`config.mk`:
```
export PLATFORM = sky130hd
export DESIGN_NAME = cla_slice_sequencer
export DESIGN_NICKNAME = d
export VERILOG_FILES = /design/src/rtl/cla_pkg.sv /design/src/rtl/cla_slice_sequencer_cla4_slice.sv /design/src/rtl/cla_slice_sequencer.sv
export SDC_FILE = /design/constraint.sdc
export NUM_CORES = 1
export LEC_CHECK = 0
export ABC_AREA = 1
export ABC_CLOCK_PERIOD_IN_PS = 2400
export CAP_MARGIN = 20
export CORE_ASPECT_RATIO = 1.1
export CORE_MARGIN = 2
export CORE_UTILIZATION = 50
export CTS_BUF_LIST = sky130_fd_sc_hd__clkbuf_16
export CTS_CLUSTER_SIZE = 25
export DETAILED_ROUTE_END_ITERATION = 6
export PLACE_DENSITY = 0.78
export SLEW_MARGIN = 20
export SYNTH_ARGS = -nofsm -noshare
export SYNTH_HDL_FRONTEND = slang
export SYNTH_HIERARCHICAL = 1
export SYNTH_SLANG_ARGS = --single-unit
export TNS_END_PERCENT = 100
```
`constraint.sdc`:
```
create_clock -name clk -period 2.4 [get_ports clk]
set_input_delay 0.24 -clock clk [delete_from_list [all_inputs] [get_ports clk]]
set_output_delay 0.24 -clock clk [all_outputs]
set_load 0.1 [all_outputs]
```
`src/rtl/cla_pkg.sv`:
```
// Shared definitions for the sequenced carry-lookahead adder datapath.
package cla_pkg;

  localparam int SLICE_W = 4;

  typedef enum logic [1:0] {
    IDLE = 2'd0,
    RUN  = 2'd1,
    DONE = 2'd2
  } state_t;

endpackage

```
`src/rtl/cla_slice_sequencer_cla4_slice.sv`:
```
// 4-bit propagate/generate unit and the combinational carry-lookahead slice built on it.
module pgu (
  input  logic [3:0] a,
  input  logic [3:0] b,
  output logic [3:0] p,
  output logic [3:0] g
);

  assign p = a ^ b;
  assign g = a & b;

endmodule

module cla4_slice (
  input  logic [3:0] a,
  input  logic [3:0] b,
  input  logic       cin,
  output logic [3:0] s,
  output logic       c3,
  output logic       c4
);

  logic [3:0] p;
  logic [3:0] g;
  logic       c1;
  logic       c2;

  pgu u_pgu (
    .a (a),
    .b (b),
    .p (p),
    .g (g)
  );

  // Every carry is flattened to sum-of-products of p/g and cin, with no ripple between bits.
  assign c1 = g[0] | (p[0] & cin);
  assign c2 = g[1] | (p[1] & g[0]) | (p[1] & p[0] & cin);
  assign c3 = g[2] | (p[2] & g[1]) | (p[2] & p[1] & g[0]) | (p[2] & p[1] & p[0] & cin);
  assign c4 = g[3] | (p[3] & g[2]) | (p[3] & p[2] & g[1]) | (p[3] & p[2] & p[1] & g[0])
            | (p[3] & p[2] & p[1] & p[0] & cin);

  assign s = p ^ {c3, c2, c1, cin};

endmodule

```
`src/rtl/cla_slice_sequencer.sv`:
```
// Multi-cycle WIDTH-bit adder that pushes one nibble per cycle, LSB first, through a shared CLA slice.
module cla_slice_sequencer
  import cla_pkg::*;
#(
  parameter int WIDTH = 16
) (
  input  logic             clk,
  input  logic             rst,
  input  logic             start,
  input  logic [WIDTH-1:0] a,
  input  logic [WIDTH-1:0] b,
  input  logic             cin,
  output logic             busy,
  output logic             done,
  output logic [WIDTH-1:0] sum,
  output logic             cout,
  output logic             ovf
);

  localparam int NSLICE = WIDTH / SLICE_W;
  localparam int IDX_W  = (NSLICE > 1) ? $clog2(NSLICE) : 1;

  state_t             state_q, state_d;
  logic [IDX_W-1:0]   idx_q, idx_d;
  logic               carry_q, carry_d;
  logic [WIDTH-1:0]   a_q, a_d;
  logic [WIDTH-1:0]   b_q, b_d;
  logic [WIDTH-1:0]   sum_q, sum_d;
  logic               cout_q, cout_d;
  logic               ovf_q, ovf_d;

  logic [SLICE_W-1:0] a_nib;
  logic [SLICE_W-1:0] b_nib;
  logic [SLICE_W-1:0] slice_s;
  logic               slice_c3;
  logic               slice_c4;
  logic               accept;
  logic               last;

  cla4_slice u_slice (
    .a   (a_nib),
    .b   (b_nib),
    .cin (carry_q),
    .s   (slice_s),
    .c3  (slice_c3),
    .c4  (slice_c4)
  );

  assign accept = (state_q != RUN) && start;
  assign last   = (idx_q == IDX_W'(NSLICE - 1));

  always_ff @(posedge clk or posedge rst) begin
    if (rst) begin
      state_q <= IDLE;
      idx_q   <= '0;
      carry_q <= 1'b0;
      a_q     <= '0;
      b_q     <= '0;
      sum_q   <= '0;
      cout_q  <= 1'b0;
      ovf_q   <= 1'b0;
    end else begin
      state_q <= state_d;
      idx_q   <= idx_d;
      carry_q <= carry_d;
      a_q     <= a_d;
      b_q     <= b_d;
      sum_q   <= sum_d;
      cout_q  <= cout_d;
      ovf_q   <= ovf_d;
    end
  end

  always_comb begin
    state_d = state_q;
    case (state_q)
      IDLE:    if (start) state_d = RUN;
      RUN:     if (last) state_d = DONE;
      DONE:    state_d = start ? RUN : IDLE;
      default: state_d = IDLE;
    endcase
  end

  // Nibble mux and sum write-back use a constant-index loop so each slot is a plain compare.
  always_comb begin
    a_nib   = '0;
    b_nib   = '0;
    a_d     = a_q;
    b_d     = b_q;
    idx_d   = idx_q;
    carry_d = carry_q;
    sum_d   = sum_q;
    cout_d  = cout_q;
    ovf_d   = ovf_q;
    for (int i = 0; i < NSLICE; i++) begin
      if (idx_q == IDX_W'(i)) begin
        a_nib = a_q[i*SLICE_W +: SLICE_W];
        b_nib = b_q[i*SLICE_W +: SLICE_W];
      end
    end
    if (accept) begin
      a_d     = a;
      b_d     = b;
      carry_d = cin;
      idx_d   = '0;
      sum_d   = '0;
      cout_d  = 1'b0;
      ovf_d   = 1'b0;
    end else if (state_q == RUN) begin
      for (int i = 0; i < NSLICE; i++) begin
        if (idx_q == IDX_W'(i)) sum_d[i*SLICE_W +: SLICE_W] = slice_s;
      end
      carry_d = slice_c4;
      if (last) begin
        cout_d = slice_c4;
        ovf_d  = slice_c3 ^ slice_c4;
      end else begin
        idx_d = idx_q + 1'b1;
      end
    end
  end

  always_comb begin
    busy = (state_q == RUN);
    done = (state_q == DONE);
    sum  = sum_q;
    cout = cout_q;
    ovf  = ovf_q;
  end

endmodule

```
==> results.ini, run 1 <==
[status]
status = finished clean

[cts]
cts-root-buf = clkbuf_16
clkTransAtPathRegs_ns = 0.07
clockBufferDepth = 2
h-tree-depth = 2
cts_tree = done
cts_sinks = 55
holdBufCountCts = 0
cts_made_buffers = 5
clkLatencyLatePin_ns = 0.29

[synth]
syn_avg_cell_area_sq_um = 8.02
synth.distinct_cells = 19
synth_warnings = 6
ys_seq_area_share_pct = 48.5
synth_edf_count = 0
post-synth-top-count-cell = nand2_1
synth_fa_ha_area_share_pct = 3.97
synth_area_leaders = dfrtp_1, nand2_1, nand3_1
synth_compound_area_share_pct = 1.76
synth-seq-cells = 55
synth_area_sq_um = 2840
synthMuxAreaShare_pct = 0
synth_top_family_by_area = simple AND/OR/NAND/NOR gates
syn_nets = 399
synth_top_area_share_pct = 48.5
ys.flop_type = dfrtp_1
synthSimpleGateAreaFrac_pct = 37.8
synthXorXnorAreaFrac_pct = 0.617
async_flop_share_pct = 100
yosysTopAreaCell = dfrtp_1
ys_top_cells_by_count = nand2_1, nand3_1, dfrtp_1
syn-instance-count = 354

[sta]
period_share_pct = 96.0
grt_setup_unrepaired = yes
slew-limit-headroom_pct = 65.1
period_needed_ns = 2.30
setup_violations = 0
hold_viol = 0
fin_skew_ns = 0.0126
holdWs_ns = 0.303
tns_ns = 0
slew_viol_final = 0
worst_pin_slew_ns = 0.523
fmax_mhz = 434

[setup_path]
reg2reg_from = idx_q[0]
cp.required_ns = 2.62
crit_arrival_ns = 2.53
r2r_end = ovf
worstSetupEndpointType = flop
critical_path_class = flop to flop
crit_fanout = 9
crit_end = ovf
crit_start = idx_q[0]
worstSetupStartpointType = flop
rrSetupSlack_ns = 0.1
reg2reg_depth = 15

[global_route]
grt-ovfl-total = 0
use_met3_pct = 3.88
grt_use_met1_pct = 28.6
grt.total_usage_pct = 22.1
grt_max_degree = 65
antenna_found_initial = 0
grt_pass1_vias = 2338
busiest_layer = met2
grt_first_pass_wirelength_um = 10800
grtUsageMet2_pct = 36.8

[cells_and_area]
regArea_sq_um = 1380
multi_input_area_sq_um = 1320
diodes = 0
fillers = 475
drive_above_1_share_pct = 13.1
nets = 449
area_growth_syn_to_layout_pct = 26.1
final_cell_area_sq_um = 3580
layoutNonFillerInstCount = 479

[floorplan]
coreArea_sq_um = 5430
die_w_um = 75.8
die_area_sq_um = 6290
initial_utilization_pct = 52.3
ioPinCount = 56
core.rowCount = 28
die_y_um = 83.0

[drt]
wire_per_inst_um = 13.4
viasPerCell = 5.16
drtIter0Drc = 160
routed_wl_um = 6420
remaining_drc_errors = 0
num_vias = 2471
dr.pass1.iters = 6
ant_nets = 0

[placed_design]
dp.cells = 471
dp_hpwl_um = 4600
gp_congestion = 0.865
io_buffers = 55
dpl_cell_area_sq_um = 3350

[hold_path]
min_path_type = input pin to async pin

[run]
maxCapViolations = 0

## routing by layer
layer	routed length, um	vias to the layer above
li1	-	1240
met1	2720	1151
met2	3370	72
met3	232	8
met4	90	0
met5	0	-
## sequential cells by signal, summed over array words and instances, names as in the netlist
| name | cells |
|---|---|
| b_q | 16 |
| sum | 16 |
| carry_q | 1 |
| idx_q | 2 |
| a_q | 16 |
| state_q | 2 |
| cout | 1 |
| ovf | 1 |
## area by class of cell
class	instances	area share, %
flip-flops and latches	55	38.5
multi-input cells	263	36.8
repair buffers	62	15.8
clock buffers	5	3.50
well taps	75	2.62
inverters	17	1.85
clock inverters	2	0.944
## worst max-delay path: stages (launching register included)
cell	delay (ns)
dfrtp_1	0.42
inv_2	0.07
ha_1	0.22
buf_4	0.17
a21oi_1	0.14
nand2_1	0.09
nand2_1	0.06
nand2_1	0.08
ha_4	0.30
nand3_2	0.09
nand3_1	0.11
nand3_1	0.10
nand2_2	0.10
xor2_1	0.15
nand2_1	0.07
nand2_1	0.05
## cell families (layout without fill, tap and decap cells)
kind of cell / after synthesis / in the layout
AO/OA/AOI/OAI: 10 / 10
XOR/XNOR: 2 / 2
adder cells (fa/ha/maj): 9 / 9
buffers and inverters: 36 / 86
flip-flops: 55 / 55
AND/OR/NAND/NOR: 242 / 242
## metrics by stage
stage	setup slack (ns)	util [%]
finish	0.0953	65.9
global route	-0.0391	65.9
CTS	0.0689	64.6
detailed placement	0.0836	61.7
global placement	0.144	61.7
floorplan	0.202	-
## placed cells by master (no fill, tap or decap)
cell type / count
nor2_2: 1
xnor2_2: 1
inv_4: 1
a21oi_1: 9
nand2_2: 6
nand2_1: 128
nand2_8: 2
bufinv_16: 1
inv_1: 14
nand3_1: 82
buf_4: 26
dfrtp_1: 55
nand3_4: 1
ha_2: 1
o21ai_0: 1
inv_2: 3
ha_1: 5
or2_1: 1
nor2_1: 18
ha_4: 3
nand3_2: 1
clkdlybuf4s50_1: 35
nand4_1: 2
buf_12: 1
clkbuf_16: 5
xor2_1: 1
## how the worst min path moves through the flow
stage                   end  slack (ns)  cells past startpoint
floorplan           a_q[12]        0.38                      2
global placement    b_q[14]        0.46                      2
detailed placement   a_q[1]        0.47                      2
CTS                  a_q[8]        0.33                      2
global route        a_q[10]        0.38                      2
finish               a_q[6]        0.30                      2
## what timing repair did
action | CTS | global route
endpoints found under the setup margin | 0 | 13
gates resized for setup | 0 | 12
setup buffers | 0 | 1
Power of run 1 is left out: the tool's default activity adds up to more than one toggle a clock period on the data nets, which glitch-free logic cannot reach.
==> run 2, diff against run 1 <==
- GPL_TIMING_DRIVEN: unset -> 0
- PLACE_DENSITY: 0.78 -> unset
- PLACE_DENSITY_LB_ADDON: unset -> 0.15
==> results.ini, run 2 (same netlist as run 1, synthesis figures left out) <==
[status]
status = finished clean

[cts]
cts_sinks = 55
cts-root-buf = clkbuf_16
cts_tree = done
clkLatencyLatePin_ns = 0.29
clkTransAtPathRegs_ns = 0.07
clockBufferDepth = 2
holdBufCountCts = 0
h-tree-depth = 2
cts_made_buffers = 5

[sta]
holdWs_ns = 0.297
worst_pin_slew_ns = 0.967
slew-limit-headroom_pct = 35.3
period_share_pct = 96.2
hold_viol = 0
slew_viol_final = 0
setup_violations = 0
fin_skew_ns = 0.00652
period_needed_ns = 2.31
fmax_mhz = 433

[setup_path]
worstSetupStartpointType = flop
crit_chain = ha_1 > buf_2 > clkbuf_4 > nor2_1 > nand2_1 > nand2_2 > ha_4 > or2_1 > nand2_2 > nand2_2 > xor2_1 > nand2_1 > nand2_1
crit_slowest_cell = dfrtp_1
crit_fanout = 10
cp.required_ns = 2.58
slowest_delay_ns = 0.43
critical_path_class = flop to flop
worstSetupEndpointType = flop
crit_arrival_ns = 2.49

[drt]
wire_per_inst_um = 13.5
ant_nets = 0
num_vias = 2571
dr.pass1.iters = 4
remaining_drc_errors = 0
drtIter0Drc = 133
routed_wl_um = 6690
viasPerCell = 5.17

[global_route]
grt-ovfl-total = 0
grt_first_pass_wirelength_um = 11100
grt_pass1_vias = 2429
grt.total_usage_pct = 22.4
grt_max_degree = 56
antenna_found_initial = 0

[placed_design]
io_buffers = 54
dpl_cell_area_sq_um = 3470
dp_hpwl_um = 4630
gp_congestion = 0.800

[run]
maxCapViolations = 0

[cells_and_area]
final_cell_area_sq_um = 3800
regArea_sq_um = 1380
drive_above_1_share_pct = 14.7
layout_commonest_cell = nand2_1
nets = 466
multi_input_area_sq_um = 1360
area_growth_syn_to_layout_pct = 34.0
fin_util_pct = 70.0
fillers = 449
diodes = 0
layout_common_cells = nand2_1, nand3_1, dfrtp_1

[floorplan]
die_y_um = 83.0
die_area_sq_um = 6290
coreArea_sq_um = 5430
initial_utilization_pct = 52.3
die_w_um = 75.8
ioPinCount = 56
core.rowCount = 28

[hold_path]
min_path_type = input pin to flop

run 2: worst paths after layout:
| path | from | endpoint | slack (ns) | cells after the start |
|---|---|---|---|---|
| max | idx_q[0] | ovf | 0.09 | 13 |
| min | start | a_q[13] | 0.30 | 3 |
| max reg2reg | idx_q[0] | ovf | 0.09 | 13 |
| min reg2reg | a_q[11] | a_q[11] | 0.48 | 2 |
| max in group asynchronous | rst | idx_q[1] | 1.52 | 2 |
| min in group asynchronous | rst | idx_q[0] | 0.40 | 2 |
run 2: through the flow:
stage / instances / setup slack [ns] / setup TNS [ns]
6_report: 497 / 0.0903 / 0
3_5_place_dp: 483 / -0.140 / -0.821
3_3_place_gp: 483 / -0.167 / -9.67
4_1_cts: 495 / 0.00242 / 0
2_1_floorplan: 354 / 0.202 / 0
5_1_grt: 497 / -0.0368 / -0.126
run 2: layer usage:
metal / share of wire [%] / track usage [%] / up-vias
met2: 50 / 36.1 / 86
met1: 43 / 30.0 / 1194
met4: 1.8 / 8.29 / 0
met5: 0 / 0 / -
li1: - / - / 1276
met3: 5.9 / 3.16 / 15
run 2: final cells by class:
class | count | area share, %
clock inverters | 3 | 1.02
inverters | 17 | 1.97
clock buffers | 5 | 3.29
flip-flops and latches | 55 | 36.2
multi-input cells | 263 | 35.6
well taps | 75 | 2.47
plain buffers | 18 | 3.72
repair buffers | 61 | 15.7
run 2: timing repair:
| item | in CTS | in global routing |
|---|---|---|
| hold endpoints to repair | 0 | 0 |
| pin swaps | 0 | 14 |
| resized for setup | 6 | 25 |
| setup endpoints to repair | 12 | 16 |
| buffers inserted | 4 | 3 |
run 2: worst max-delay path, delay by kind of cell, from the launching register on:
| family | cells | cell delay [ns] |
|---|---|---|
| flops | 1 | 0.43 |
| buf+inv | 2 | 0.39 |
| xor+xnor | 1 | 0.16 |
| fa+ha+maj | 2 | 0.42 |
| simple gates | 8 | 0.80 |
Power of run 2 is left out for the same reason.
==> run 3, diff against run 2 <==
- SLEW_MARGIN: 20 -> 0
==> results.ini, run 3 (same netlist as run 1, synthesis figures left out) <==
[status]
status = finished clean

[cells_and_area]
fin_util_pct = 70.5
multi_input_area_sq_um = 1380
layout_commonest_cell = nand2_1
area_growth_syn_to_layout_pct = 34.8
diodes = 0
nets = 468
drive_above_1_share_pct = 15.3
fillers = 456
regArea_sq_um = 1380
final_cell_area_sq_um = 3830
layoutNonFillerInstCount = 499
layout_common_cells = nand2_1, nand3_1, dfrtp_1

[cts]
clockBufferDepth = 2
cts_sinks = 55
cts_tree = done
h-tree-depth = 2
clkLatencyLatePin_ns = 0.29
holdBufCountCts = 0
clkTransAtPathRegs_ns = 0.07
cts-root-buf = clkbuf_16
cts_made_buffers = 5

[drt]
viasPerCell = 5.14
remaining_drc_errors = 0
dr.pass1.iters = 4
ant_nets = 0
num_vias = 2563
drtIter0Drc = 126
wire_per_inst_um = 13.5
routed_wl_um = 6720

[setup_path]
worstSetupEndpointType = flop
critical_path_class = flop to flop
crit_fanout = 10
crit_arrival_ns = 2.49
cp.required_ns = 2.58
reg2reg_depth = 15
worstSetupStartpointType = flop

[global_route]
grt_pass1_vias = 2403
grt_max_degree = 34
grt-ovfl-total = 0
grt_first_pass_wirelength_um = 11100
antenna_found_initial = 0
grt.total_usage_pct = 22.5

[sta]
period_needed_ns = 2.31
worst_pin_slew_ns = 0.965
fin_skew_ns = 0.00487
period_share_pct = 96.1
hold_viol = 0
setup_slack_ns = 0.0942
fmax_mhz = 434
slew_viol_final = 0
setup_violations = 0
slew-limit-headroom_pct = 35.4

[run]
maxCapViolations = 0

[placed_design]
place_ws_ns = -0.143
dp.cells = 484
io_buffers = 54
dp_hpwl_um = 4690
dpl_cell_area_sq_um = 3490
gp_congestion = 0.800

[floorplan]
die_area_sq_um = 6290
core.rowCount = 28
die_w_um = 75.8
die_y_um = 83.0
coreArea_sq_um = 5430
ioPinCount = 56
initial_utilization_pct = 52.3

[hold_path]
hold_depth = 3
min_path_type = input pin to flop

run 3: final timing paths:
path / from / to / slack, ns
max: idx_q[1] / sum[11] / 0.09
min: start / a_q[13] / 0.30
max reg2reg: idx_q[1] / sum[11] / 0.09
min reg2reg: b_q[14] / b_q[14] / 0.47
max in group asynchronous: rst / sum[0] / 1.55
min in group asynchronous: rst / idx_q[1] / 0.31
run 3: area by class of cell:
cell class,instances,area share [%]
flip-flops and latches,55,36.0
repair buffers,62,16.1
clock buffers,5,3.27
plain buffers,19,3.99
inverters,17,1.90
well taps,75,2.45
clock inverters,3,0.327
multi-input cells,263,36.0
run 3: repair_timing:
action,CTS,global route
setup endpoints to repair,14,17
pin swaps,1,8
resized for setup,6,28
setup buffers,5,2
run 3: worst max-delay path, stage by stage (launching register included):
cell and delay (ns):
dfrtp_1 0.44, inv_1 0.10, ha_1 0.19, buf_4 0.19
a21oi_1 0.17, nand2_1 0.08, nand2_2 0.06, nand2_2 0.06
ha_4 0.26, or2_1 0.22, nand2_2 0.08, nand2_2 0.06
nand2_2 0.07, nand2_4 0.07, nand3_1 0.09, nand2_1 0.05
run 3: per-stage QoR:
stage          TNS, ns  hold WS, ns
2_1_floorplan        0        0.385
6_report             0        0.295
5_1_grt         -0.221        0.304
3_3_place_gp     -9.67        0.459
4_1_cts              0        0.302
3_5_place_dp    -0.870        0.460
run 3: metal layers:
| layer | track usage, % | up-vias | routed length (um) |
|---|---|---|---|
| li1 | - | 1280 | - |
| met1 | 30.8 | 1193 | 2930 |
| met2 | 36.4 | 74 | 3390 |
| met3 | 2.91 | 16 | 241 |
| met4 | 7.02 | 0 | 159 |
| met5 | 0 | - | 0 |
Power of run 3 is left out for the same reason.
